`config.mk`:
```
export PLATFORM = sky130hd
export DESIGN_NAME = answer_uart_reporter
export DESIGN_NICKNAME = d
export VERILOG_FILES = /design/src/rtl/report_pkg.sv /design/src/rtl/uart_tx_byte.sv /design/src/rtl/answer_uart_reporter.sv
export SDC_FILE = /design/constraint.sdc
export NUM_CORES = 1
export LEC_CHECK = 0
export CAP_MARGIN = 25
export CORE_AREA = 2 2 166 152
export CTS_CLUSTER_DIAMETER = 50
export DETAILED_ROUTE_END_ITERATION = 12
export DIE_AREA = 0 0 168 154
export PLACE_DENSITY = 0.56
export SLEW_MARGIN = 20
export SYNTH_ARGS = -nofsm -noshare
export SYNTH_HDL_FRONTEND = slang
export SYNTH_HIERARCHICAL = 1
export SYNTH_SLANG_ARGS = --single-unit
```
`constraint.sdc`:
```
create_clock -name Clk -period 4.54 [get_ports Clk]
set_clock_uncertainty 0.2 [all_clocks]
set_input_delay 0.908 -clock Clk [delete_from_list [all_inputs] [get_ports Clk]]
set_output_delay 0.908 -clock Clk [all_outputs]
set_load 0.01 [all_outputs]
```
`src/rtl/report_pkg.sv`:
```
`timescale 1ns/1ps
// Shared state type, ASCII constants and sizing helper for answer_uart_reporter.
package report_pkg;

  typedef enum logic [1:0] {IDLE, CONVERT, SEND, SENT} reportState_t;

  localparam logic [7:0] ASCII_ZERO = 8'h30;
  localparam logic [7:0] ASCII_CR   = 8'h0D;
  localparam logic [7:0] ASCII_LF   = 8'h0A;
  localparam logic [7:0] ASCII_E    = 8'h45;
  localparam logic [7:0] ASCII_R    = 8'h52;
  localparam logic [7:0] ASCII_A    = 8'h41;
  localparam logic [7:0] ASCII_N    = 8'h4E;
  localparam logic [7:0] ASCII_S    = 8'h53;
  localparam logic [7:0] ASCII_EQ   = 8'h3D;

  localparam int ERR_LEN = 3;

  // Decimal digits needed for an unsigned value of the given bit width (log10(2) ~ 0.30103).
  function automatic int MAX_DIGITS(input int width);
    return (width * 30103) / 100000 + 1;
  endfunction

  function automatic logic [7:0] errByte(input logic [1:0] idx);
    logic [7:0] value;
    value = ASCII_R;
    if (idx == 2'd0) value = ASCII_E;
    return value;
  endfunction

  function automatic logic [7:0] prefixByte(input logic [1:0] idx);
    logic [7:0] value;
    case (idx)
      2'd0:    value = ASCII_A;
      2'd1:    value = ASCII_N;
      2'd2:    value = ASCII_S;
      default: value = ASCII_EQ;
    endcase
    return value;
  endfunction

endpackage

```
`src/rtl/uart_tx_byte.sv`:
```
`timescale 1ns/1ps
// 8N1 byte serializer with a valid/ready handshake; accepts the next byte in the
// last cycle of the stop bit so consecutive frames run with no idle gap.
module uart_tx_byte #(
  parameter int CLKS_PER_BIT = 1085
) (
  input  logic       i_clk,
  input  logic       i_rst,
  input  logic       i_valid,
  input  logic [7:0] i_data,
  output logic       o_ready,
  output logic       o_frameEnd,
  output logic       o_tx
);

  localparam int CNT_W = $clog2(CLKS_PER_BIT + 1);

  logic             r_active;
  logic [CNT_W-1:0] r_baudCnt;
  logic [3:0]       r_bitIdx;
  logic [8:0]       r_shift;
  logic             r_tx;
  logic             w_bitEnd;
  logic             w_accept;

  assign w_bitEnd   = (r_baudCnt == CNT_W'(CLKS_PER_BIT - 1));
  assign o_frameEnd = r_active && w_bitEnd && (r_bitIdx == 4'd9);
  assign o_ready    = !r_active || o_frameEnd;
  assign w_accept   = i_valid && o_ready;
  assign o_tx       = r_tx;

  // r_bitIdx 0 is the start bit, 1..8 data, 9 stop; r_shift holds {stop, remaining data}.
  always_ff @(posedge i_clk or posedge i_rst) begin
    if (i_rst) begin
      r_active  <= 1'b0;
      r_baudCnt <= '0;
      r_bitIdx  <= 4'd0;
      r_shift   <= '1;
      r_tx      <= 1'b1;
    end else if (w_accept) begin
      r_active  <= 1'b1;
      r_baudCnt <= '0;
      r_bitIdx  <= 4'd0;
      r_shift   <= {1'b1, i_data};
      r_tx      <= 1'b0;
    end else if (r_active) begin
      if (w_bitEnd) begin
        r_baudCnt <= '0;
        if (r_bitIdx == 4'd9) begin
          r_active <= 1'b0;
          r_tx     <= 1'b1;
        end else begin
          r_bitIdx <= r_bitIdx + 4'd1;
          r_tx     <= r_shift[0];
          r_shift  <= {1'b1, r_shift[8:1]};
        end
      end else begin
        r_baudCnt <= r_baudCnt + CNT_W'(1);
      end
    end
  end

endmodule

```
`src/rtl/answer_uart_reporter.sv`:
```
`timescale 1ns/1ps
// Sends the solver's answer (decimal ASCII + CR LF) or "ERR\r\n" once per reset over 8N1 UART.
// Define REPORT_PREFIX_EN to prefix the answer message with "ANS=".
module answer_uart_reporter #(
  parameter int CLK_FREQ_HZ  = 125_000_000,
  parameter int BAUD         = 115_200,
  parameter int ANSWER_WIDTH = 64
) (
  input  logic                    Clk,
  input  logic                    Reset,
  input  logic                    Done,
  input  logic                    Error,
  input  logic [ANSWER_WIDTH-1:0] Answer,
  output logic                    Tx,
  output logic                    Busy,
  output logic                    Sent
);

  import report_pkg::*;

  localparam int CLKS_PER_BIT = CLK_FREQ_HZ / BAUD;
  localparam int MAX_DIG      = MAX_DIGITS(ANSWER_WIDTH);
`ifdef REPORT_PREFIX_EN
  localparam int PREFIX_LEN   = 4;
`else
  localparam int PREFIX_LEN   = 0;
`endif
  localparam int MSG_MAX      = PREFIX_LEN + MAX_DIG + 2;
  localparam int IDX_W        = $clog2(MSG_MAX + 1);
  localparam int DCNT_W       = $clog2(MAX_DIG + 1);
  localparam int DSEL_W       = $clog2(MAX_DIG);
  localparam int BIT_W        = $clog2(ANSWER_WIDTH);

  reportState_t            r_state;
  reportState_t            w_stateNext;
  logic                    r_doneQ;
  logic                    r_errorQ;
  logic                    r_isErr;
  logic [ANSWER_WIDTH-1:0] r_dividend;
  logic [3:0]              r_rem;
  logic [BIT_W-1:0]        r_bitCnt;
  logic [3:0]              r_digits [MAX_DIG];
  logic [DCNT_W-1:0]       r_numDigits;
  logic [IDX_W-1:0]        r_msgIdx;
  logic                    r_allIssued;

  logic                    w_doneEdge;
  logic                    w_errEdge;
  logic [4:0]              w_trial;
  logic                    w_geTen;
  logic [3:0]              w_remNext;
  logic [ANSWER_WIDTH-1:0] w_quotNext;
  logic                    w_lastBit;
  logic                    w_convDone;
  logic [IDX_W-1:0]        w_msgLen;
  logic [IDX_W-1:0]        w_digitPos;
  logic [DSEL_W-1:0]       w_digitSel;
  logic [7:0]              w_txByte;
  logic                    w_txValid;
  logic                    w_txReady;
  logic                    w_frameEnd;
  logic                    w_accept;

  assign w_doneEdge = Done && !r_doneQ;
  assign w_errEdge  = Error && !r_errorQ;

  // One restoring-division step: shift the next dividend bit into the remainder, subtract 10 if it fits.
  assign w_trial    = {r_rem, r_dividend[ANSWER_WIDTH-1]};
  assign w_geTen    = (w_trial >= 5'd10);
  assign w_remNext  = w_geTen ? 4'(w_trial - 5'd10) : w_trial[3:0];
  assign w_quotNext = {r_dividend[ANSWER_WIDTH-2:0], w_geTen};
  assign w_lastBit  = (r_bitCnt == BIT_W'(ANSWER_WIDTH - 1));
  assign w_convDone = (r_state == CONVERT) && w_lastBit && (w_quotNext == '0);

  assign w_msgLen   = r_isErr ? IDX_W'(ERR_LEN + 2)
                              : IDX_W'(PREFIX_LEN + 2) + IDX_W'(r_numDigits);
  assign w_digitPos = r_msgIdx - IDX_W'(PREFIX_LEN);
  assign w_digitSel = DSEL_W'(IDX_W'(r_numDigits) - IDX_W'(1) - w_digitPos);
  assign w_accept   = w_txValid && w_txReady;

  assign Busy = (r_state == CONVERT) || (r_state == SEND);
  assign Sent = (r_state == SENT);

  always_ff @(posedge Clk or posedge Reset) begin
    if (Reset) r_state <= IDLE;
    else       r_state <= w_stateNext;
  end

  always_comb begin
    w_stateNext = r_state;
    w_txValid   = 1'b0;
    case (r_state)
      IDLE: begin
        if (w_errEdge)       w_stateNext = SEND;
        else if (w_doneEdge) w_stateNext = CONVERT;
      end
      CONVERT: begin
`ifdef REPORT_PREFIX_EN
        w_txValid = (r_msgIdx < IDX_W'(PREFIX_LEN));
`endif
        if (w_convDone) w_stateNext = SEND;
      end
      SEND: begin
        w_txValid = !r_allIssued;
        if (r_allIssued && w_frameEnd) w_stateNext = SENT;
      end
      SENT:    w_stateNext = SENT;
      default: w_stateNext = IDLE;
    endcase
  end

  // Digits are stored least significant first, so the sender reads the buffer backwards.
  always_comb begin
    w_txByte = ASCII_LF;
    if (r_isErr) begin
      if (r_msgIdx < IDX_W'(ERR_LEN))       w_txByte = errByte(r_msgIdx[1:0]);
      else if (r_msgIdx == IDX_W'(ERR_LEN)) w_txByte = ASCII_CR;
    end else begin
`ifdef REPORT_PREFIX_EN
      if (r_msgIdx < IDX_W'(PREFIX_LEN)) w_txByte = prefixByte(r_msgIdx[1:0]);
      else
`endif
      if (w_digitPos < IDX_W'(r_numDigits))       w_txByte = ASCII_ZERO + {4'd0, r_digits[w_digitSel]};
      else if (w_digitPos == IDX_W'(r_numDigits)) w_txByte = ASCII_CR;
    end
  end

  always_ff @(posedge Clk or posedge Reset) begin
    if (Reset) begin
      r_doneQ     <= 1'b0;
      r_errorQ    <= 1'b0;
      r_isErr     <= 1'b0;
      r_dividend  <= '0;
      r_rem       <= 4'd0;
      r_bitCnt    <= '0;
      r_numDigits <= '0;
      r_msgIdx    <= '0;
      r_allIssued <= 1'b0;
    end else begin
      r_doneQ  <= Done;
      r_errorQ <= Error;
      if (r_state == IDLE) begin
        r_msgIdx    <= '0;
        r_allIssued <= 1'b0;
        r_numDigits <= '0;
        r_rem       <= 4'd0;
        r_bitCnt    <= '0;
        if (w_errEdge) begin
          r_isErr <= 1'b1;
        end else if (w_doneEdge) begin
          r_isErr    <= 1'b0;
          r_dividend <= Answer;
        end
      end else begin
        if (r_state == CONVERT) begin
          r_dividend <= w_quotNext;
          if (w_lastBit) begin
            r_rem       <= 4'd0;
            r_bitCnt    <= '0;
            r_numDigits <= r_numDigits + DCNT_W'(1);
          end else begin
            r_rem    <= w_remNext;
            r_bitCnt <= r_bitCnt + BIT_W'(1);
          end
        end
        if (w_accept) begin
          r_msgIdx <= r_msgIdx + IDX_W'(1);
          if (r_msgIdx == w_msgLen - IDX_W'(1)) r_allIssued <= 1'b1;
        end
      end
    end
  end

  always_ff @(posedge Clk) begin
    if ((r_state == CONVERT) && w_lastBit) r_digits[DSEL_W'(r_numDigits)] <= w_remNext;
  end

  uart_tx_byte #(
    .CLKS_PER_BIT(CLKS_PER_BIT)
  ) u_uartTx (
    .i_clk      (Clk),
    .i_rst      (Reset),
    .i_valid    (w_txValid),
    .i_data     (w_txByte),
    .o_ready    (w_txReady),
    .o_frameEnd (w_frameEnd),
    .o_tx       (Tx)
  );

endmodule
```
==> results.py, run 1 <==
metrics = {
    "run_status": {
        "status": "finished, final reports clean",
    },
    "global_route": {
        "grt_pass1_wl_mm": 33.4,
        "use_met3_pct": 3.27,
        "grt_max_degree": 129,
        "use_met2_pct": 25.4,
        "antenna_found_initial": 1,
        "grt_busiest_layer": "met2",
        "use_met1_pct": 23.8,
        "overflow": 0,
        "grt_pass1_vias": 6071,
        "globalRouteTotalUtil_pct": 16.5,
    },
    "logic_synthesis": {
        "synth_fp_nets": 898,
        "ys.flop_type": "dfrtp_1",
        "syn_inst": 803,
        "synth_edf_count": 80,
        "ys_seq_area_share_pct": 55.4,
        "synth_cell_types": 70,
        "syn_area_per_cell_sq_um": 11.9,
        "ys_seq_elements": 195,
        "netlist_area_sq_um": 9550,
        "async_reset_ff_share_pct": 59.0,
        "yosysWarningCount": 6,
    },
    "routing": {
        "dr.pass1.iters": 4,
        "vias": 6045,
        "drtIter0Drc": 397,
        "drt-wirelength-per-cell_um": 17.5,
        "vias_per_cell": 5.11,
        "ant_nets": 0,
        "drc_errors": 0,
        "wirelength_mm": 20.7,
    },
    "floorplan": {
        "core_sq_um": 24000,
        "die_h_um": 154,
        "pin_count": 71,
        "dieArea_sq_um": 25900,
        "die_x_um": 168,
        "initial_utilization_pct": 39.8,
        "fp-row-count": 54,
    },
    "timing": {
        "min_period_ns": 3.38,
        "hold_violations": 0,
        "clock.fmax_ghz": 0.296,
        "fin_setup_tns_ns": 0,
        "rsz0062_at_grt": "no",
        "setup_ws_ns": 1.16,
        "relSlewSlack_pct": 33.2,
        "finalMaxSlewViolations": 0,
        "fin_crit_sh_pct": 74.5,
        "setup_viol": 0,
        "tightest_slew_ns": 1.00,
    },
    "layout": {
        "syn2layout_area_growth_pct": 16.7,
        "drive_above_1_share_pct": 11.1,
        "nNetsFinal": 958,
        "nFillCells": 2156,
        "diodes": 0,
        "instances_no_fill": 1184,
    },
    "worst_hold_path": {
        "hp-class": "flop to flop",
    },
    "placement": {
        "place_inst": 1151,
        "place.gp.congestion": 0.780,
        "dp_slack_ns": 1.21,
        "numPortBuffers": 70,
        "dp_hpwl_mm": 14.3,
    },
    "critical_path": {
        "cp_common_cell": "inv_1",
        "slowest_delay_ns": 0.63,
        "cp.buffers_inverters": 2,
        "endpoint_kind": "flop",
        "crit_fanout": 10,
        "ff2ff_setup_slack_ns": 1.16,
        "crit_chain": "inv_1 -> ha_1 -> inv_1 -> fa_1 -> xnor2_4 -> mux4_1 -> mux2_2 -> nand3_2 -> a221oi_2 -> nand2b_1 -> o221a_2",
        "startpoint_type": "flop",
        "worst_path_max_delay_cell": "mux4_1",
        "cp.arrival_ns": 3.55,
        "critical_path_required_ns": 4.71,
        "critPathKind": "flop to flop",
        "cp_top_family": "multiplexers",
    },
    "clocking": {
        "clock_latency_ns": 0.44,
        "cts_max_level": 4,
        "clk_pin_slew_worst_paths_ns": 0.08,
        "post_cts.resized_instances": 0,
        "cts_tree": "done",
        "cts_setup_buffers": 0,
        "cts_hold_buf": 0,
        "ctsLongestPathBuffers": 2,
        "clock-sinks": 195,
        "cts_buffers": 17,
        "cts-root-buf": "clkbuf_16",
    },
    "power_and_ir_drop": {
        "irDropWorstVdd_v": 0.000213,
        "leakage_nw": 4.00,
        "p_per_area_nw_per_um2": 308,
    },
    "run": {
        "maxCapViolations": 0,
    },
}
## Yosys cell counts (all sizes together) (9+ instances only)
library cell | number | area [sq um]
a21oi | 27 | 135
buf | 15 | 86.3
clkbuf | 24 | 131
dfrtp | 106 | 2650
dfstp | 9 | 236
edfxtp | 80 | 2400
ha | 26 | 325
inv | 26 | 97.6
mux2i | 69 | 691
mux4 | 20 | 477
nand2 | 94 | 353
nand2b | 15 | 93.8
nand3 | 17 | 90.1
nand4 | 12 | 75.1
nor2 | 63 | 236
nor4 | 17 | 106
o21ai | 75 | 379
xnor2 | 18 | 176
xor2 | 13 | 114
## metrics by stage
step / hold slack (ns) / power [mW] / cell area, sq um / util (%)
after floorplan: 0.271 / 1.89 / 9550 / -
after global placement: 0.291 / 1.96 / 10500 / 44.0
after detailed placement: 0.297 / 1.96 / 10500 / 44.0
after CTS: 0.314 / 3.47 / 11100 / 46.4
after global routing: 0.344 / 3.54 / 11100 / 46.5
final: 0.308 / 3.43 / 11100 / 46.5
## path summary, 6_finish.rpt
path | startpoint | endpoint | cells after the start
setup / recovery | r_msgIdx[0] | u_uartTx/r_shift[1] | 11
min in group asynchronous | Reset | u_uartTx/r_baudCnt[6] | 2
setup reg to reg | r_msgIdx[0] | u_uartTx/r_shift[1] | 11
hold / removal | r_dividend[60] | r_dividend[60] | 2
max in group asynchronous | Reset | r_dividend[59] | 3
hold reg to reg | r_dividend[60] | r_dividend[60] | 2
## layout by cell type (no fill, tap or decap), types with 18 or more instances in the layout
cell / synthesis / final
clkdlybuf4s50_1: 0 / 70
nand2_1: 94 / 94
inv_1: 26 / 25
ha_1: 26 / 25
mux2i_1: 69 / 69
dfrtp_1: 106 / 106
nor2_1: 63 / 63
a21oi_1: 27 / 25
o21ai_0: 74 / 74
clkbuf_16: 0 / 18
edfxtp_1: 80 / 80
## state kept, by name, summed over array words and instances, names as in the netlist, 2 cells and up
signal              count
r_digits               80
r_dividend             64
u_uartTx/r_baudCnt     11
u_uartTx/r_shift        8
r_bitCnt                6
r_msgIdx                5
r_numDigits             5
r_rem                   4
u_uartTx/r_bitIdx       4
r_state                 2
## worst reg2reg max path: stages, from the launching register on
cell,delay (ns)
dfrtp_1,0.47
inv_1,0.14
ha_1,0.17
inv_1,0.07
fa_1,0.46
xnor2_4,0.47
mux4_1,0.63
mux2_2,0.30
nand3_2,0.08
a221oi_2,0.06
nand2b_1,0.15
o221a_2,0.12
## per-layer routing
| layer | wire [um] | vias to the layer above | part of all wire (%) |
|---|---|---|---|
| li1 | - | 3032 | - |
| met1 | 10500 | 2921 | 51 |
| met2 | 9410 | 77 | 45 |
| met3 | 568 | 13 | 2.7 |
| met4 | 188 | 2 | 0.91 |
| met5 | 13 | - | 0.063 |
## area by class of cell
class / count / area, sq um / area share (%)
Clock buffer: 18 / 450 / 4.04
Clock inverter: 14 / 135 / 1.21
Inverter: 26 / 100 / 0.898
Multi-Input combinational cell: 543 / 3980 / 35.7
Sequential cell: 195 / 5290 / 47.5
Tap cell: 308 / 385 / 3.46
Timing Repair Buffer: 80 / 808 / 7.25
## kinds of logic (layout without fill, tap and decap cells)
kind of cell	after synthesis	after routing	synth area share, %
AOI/OAI and AO/OA	140	140	9.23
xor gates and xnor gates	31	31	3.04
adders and majority gates	27	27	3.61
buffers and inverters	65	138	3.30
DFF	195	195	55.4
muxes	96	96	13.1
other	1	1	0.0392
and+or+nand+nor	248	248	12.3
## power by group
part	internal [mW]	leakage, nW	switching, mW
logic	0.0604	1.60	0.0386
registers	1.82	2.11	0.00157
clock network	0.762	0.289	0.743
Power figures use the tool's default switching activity.
==> inputs of run 2 (changes only) <==
--- a/config.mk
+++ b/config.mk
@@ -10,7 +10,7 @@
 export CTS_CLUSTER_DIAMETER = 50
 export DETAILED_ROUTE_END_ITERATION = 12
 export DIE_AREA = 0 0 168 154
-export PLACE_DENSITY = 0.56
+export PLACE_DENSITY = 0.58
 export SLEW_MARGIN = 20
 export SYNTH_ARGS = -nofsm -noshare
 export SYNTH_HDL_FRONTEND = slang
==> constraint.sdc (replaced) <==
create_clock -name Clk -period 2.8 [get_ports Clk]
set_clock_uncertainty 0.2 [all_clocks]
set_input_delay 0.56 -clock Clk [delete_from_list [all_inputs] [get_ports Clk]]
set_output_delay 0.56 -clock Clk [all_outputs]
set_load 0.01 [all_outputs]
==> run 2 against run 1 <==
  * The run now ends with setup timing left
  * Cell area increased by 2.5%
  * Routed wire length about the same
  * Via count increased by 3.3%
  * Clock-buffer cell count decreased by 1
  * Global-route usage about the same
  * First-iteration DRC count increased by 31%
  * Critical path depth decreased by 1
  * Utilization increased by 1.1 points
  * Worst hold slack improved by 0.0042 ns
  * Sequential power increased by 62%
==> results.py, run 2 (synthesized netlist as in run 1, its figures left out) <==
metrics = {
    "layout": {
        "diodes": 0,
        "nNetsFinal": 987,
        "nFillCells": 2153,
        "syn2layout_area_growth_pct": 19.5,
        "top_regs": "r_digits x80, r_dividend x64, u_uartTx/r_baudCnt x11",
        "top_register": "r_digits",
        "multi_input_area_sq_um": 4000,
        "final_common_cell": "dfrtp_1",
        "layout_common_cells": "dfrtp_1 (106), nand2_1 (94), edfxtp_1 (80), o21ai_0 (74), clkdlybuf4s50_1 (70)",
        "fin_area_sq_um": 11400,
        "seq_area_sq_um": 5290,
        "largest_reg_flops": 80,
        "instances_no_fill": 1213,
        "drive_above_1_share_pct": 15.2,
    },
    "timing": {
        "rsz0062_at_grt": "yes",
        "finalMaxSlewViolations": 0,
        "fin_setup_tns_ns": -0.0687,
        "setup_viol": 2,
        "fin_crit_sh_pct": 101,
        "min_period_ns": 2.84,
        "clock.fmax_ghz": 0.353,
        "timing.hold.ws_ns": 0.312,
        "tightest_slew_ns": 0.582,
        "hold_violations": 0,
        "relSlewSlack_pct": 60.9,
        "setup_ws_ns": -0.0351,
    },
    "clocking": {
        "cts_tree": "done",
        "cts_hold_buf": 0,
        "ctsLongestPathBuffers": 2,
        "cts_buffers": 17,
        "clk_pin_slew_worst_paths_ns": 0.09,
        "cts-root-buf": "clkbuf_16",
        "clock_latency_ns": 0.44,
        "cts_max_level": 4,
        "clock-sinks": 195,
    },
    "global_route": {
        "grt_max_degree": 91,
        "grt_pass1_wl_mm": 33.6,
        "overflow": 0,
        "globalRouteTotalUtil_pct": 16.5,
        "grt_pass1_vias": 6251,
        "antenna_found_initial": 0,
    },
    "placement": {
        "numPortBuffers": 70,
        "place.gp.congestion": 0.784,
        "placed_cell_area_sq_um": 10800,
        "dp_hpwl_mm": 14.6,
        "place_inst": 1179,
        "dp_slack_ns": -0.0944,
    },
    "floorplan": {
        "core_sq_um": 24000,
        "fp-row-count": 54,
        "pin_count": 71,
        "die_h_um": 154,
        "die_x_um": 168,
        "initial_utilization_pct": 39.8,
        "dieArea_sq_um": 25900,
    },
    "power_and_ir_drop": {
        "irDropWorstVdd_v": 0.000395,
        "p_per_area_nw_per_um2": 483,
        "leakage_nw": 4.15,
    },
    "routing": {
        "vias_per_cell": 5.15,
        "drt-wirelength-per-cell_um": 17.1,
        "dr.pass1.iters": 5,
        "drtIter0Drc": 521,
        "drc_errors": 0,
        "ant_nets": 0,
        "vias": 6244,
        "wirelength_mm": 20.7,
    },
    "run_status": {
        "status": "complete, but fails checks",
        "failed_checks": "setup timing",
    },
    "critical_path": {
        "endpoint_kind": "flop",
        "critPathKind": "flop to flop",
        "crit_fanout": 5,
        "critical_path_required_ns": 2.97,
        "cp.arrival_ns": 3.00,
        "startpoint_type": "flop",
    },
    "run": {
        "maxCapViolations": 0,
    },
    "worst_hold_path": {
        "hp-class": "flop to flop",
    },
}
[run 2: changes by cell type in the layout (fill, tap and decap cells not counted), sizes merged]
cell      delta
inv          -1
clkinvlp     +1
buf         +29
clkbuf       -1
clkinv       +1
[run 2: area by class of cell]
cell class	instances	share of cell area, %
sequential	195	46.3
multi-input combinational	543	35.0
timing repair buffer	109	9.31
clock buffer	17	3.73
tap	308	3.37
clock inverter	15	1.35
inverter	26	0.909
[run 2: metrics by stage]
stage / util, % / total power [mW]
after global routing: 47.6 / 5.70
after global placement: 45.0 / 3.19
after detailed placement: 45.0 / 3.19
final: 47.6 / 5.51
after floorplan: - / 3.06
after CTS: 47.5 / 5.57
[run 2: power breakdown]
part / total (mW) / switching, mW / internal (mW) / leakage (nW)
clock: 2.39 / 1.20 / 1.19 / 0.282
sequential: 2.96 / 0.000775 / 2.96 / 2.11
combinational: 0.166 / 0.0660 / 0.0999 / 1.76
total: 5.51 / 1.26 / 4.25 / 4.15
[run 2: critical path, cell delays in order, from the launching register on]
cell	delay, ns
dfrtp_1	0.41
inv_4	0.07
ha_4	0.12
inv_2	0.04
fa_2	0.65
buf_6	0.14
mux4_2	0.28
mux2_2	0.29
a22oi_2	0.18
a21oi_1	0.11
o221a_1	0.26
[run 2: layer usage]
metal	routed length (um)	GRT usage, %	share of wire [%]	up-vias
li1	-	-	-	3092
met1	10200	23.9	49	3035
met5	0	0	0	-
met4	200	3.98	0.97	0
met2	9540	25.5	46	104
met3	750	3.24	3.6	13
[run 2: final timing paths]
| path | cells after the start | to | slack [ns] | start |
|---|---|---|---|---|
| worst max-delay path | 10 | u_uartTx/r_shift[0] | -0.04 | r_msgIdx[0] |
| worst min-delay path | 2 | r_dividend[44] | 0.31 | r_dividend[44] |
| worst max register to register | 10 | u_uartTx/r_shift[0] | -0.04 | r_msgIdx[0] |
| worst min register to register | 2 | r_dividend[44] | 0.31 | r_dividend[44] |
| max in group asynchronous | 3 | r_dividend[52] | 1.54 | Reset |
| min in group asynchronous | 2 | u_uartTx/r_baudCnt[7] | 0.33 | Reset |
[run 2: what timing repair did]
item / 4_1_cts / 5_1_grt
buffers inserted: 1 / 1
setup endpoints to repair: 4 / 4
gates resized for setup: 4 / 6
pin swaps: 5 / 7
gates cloned: 0 / 0
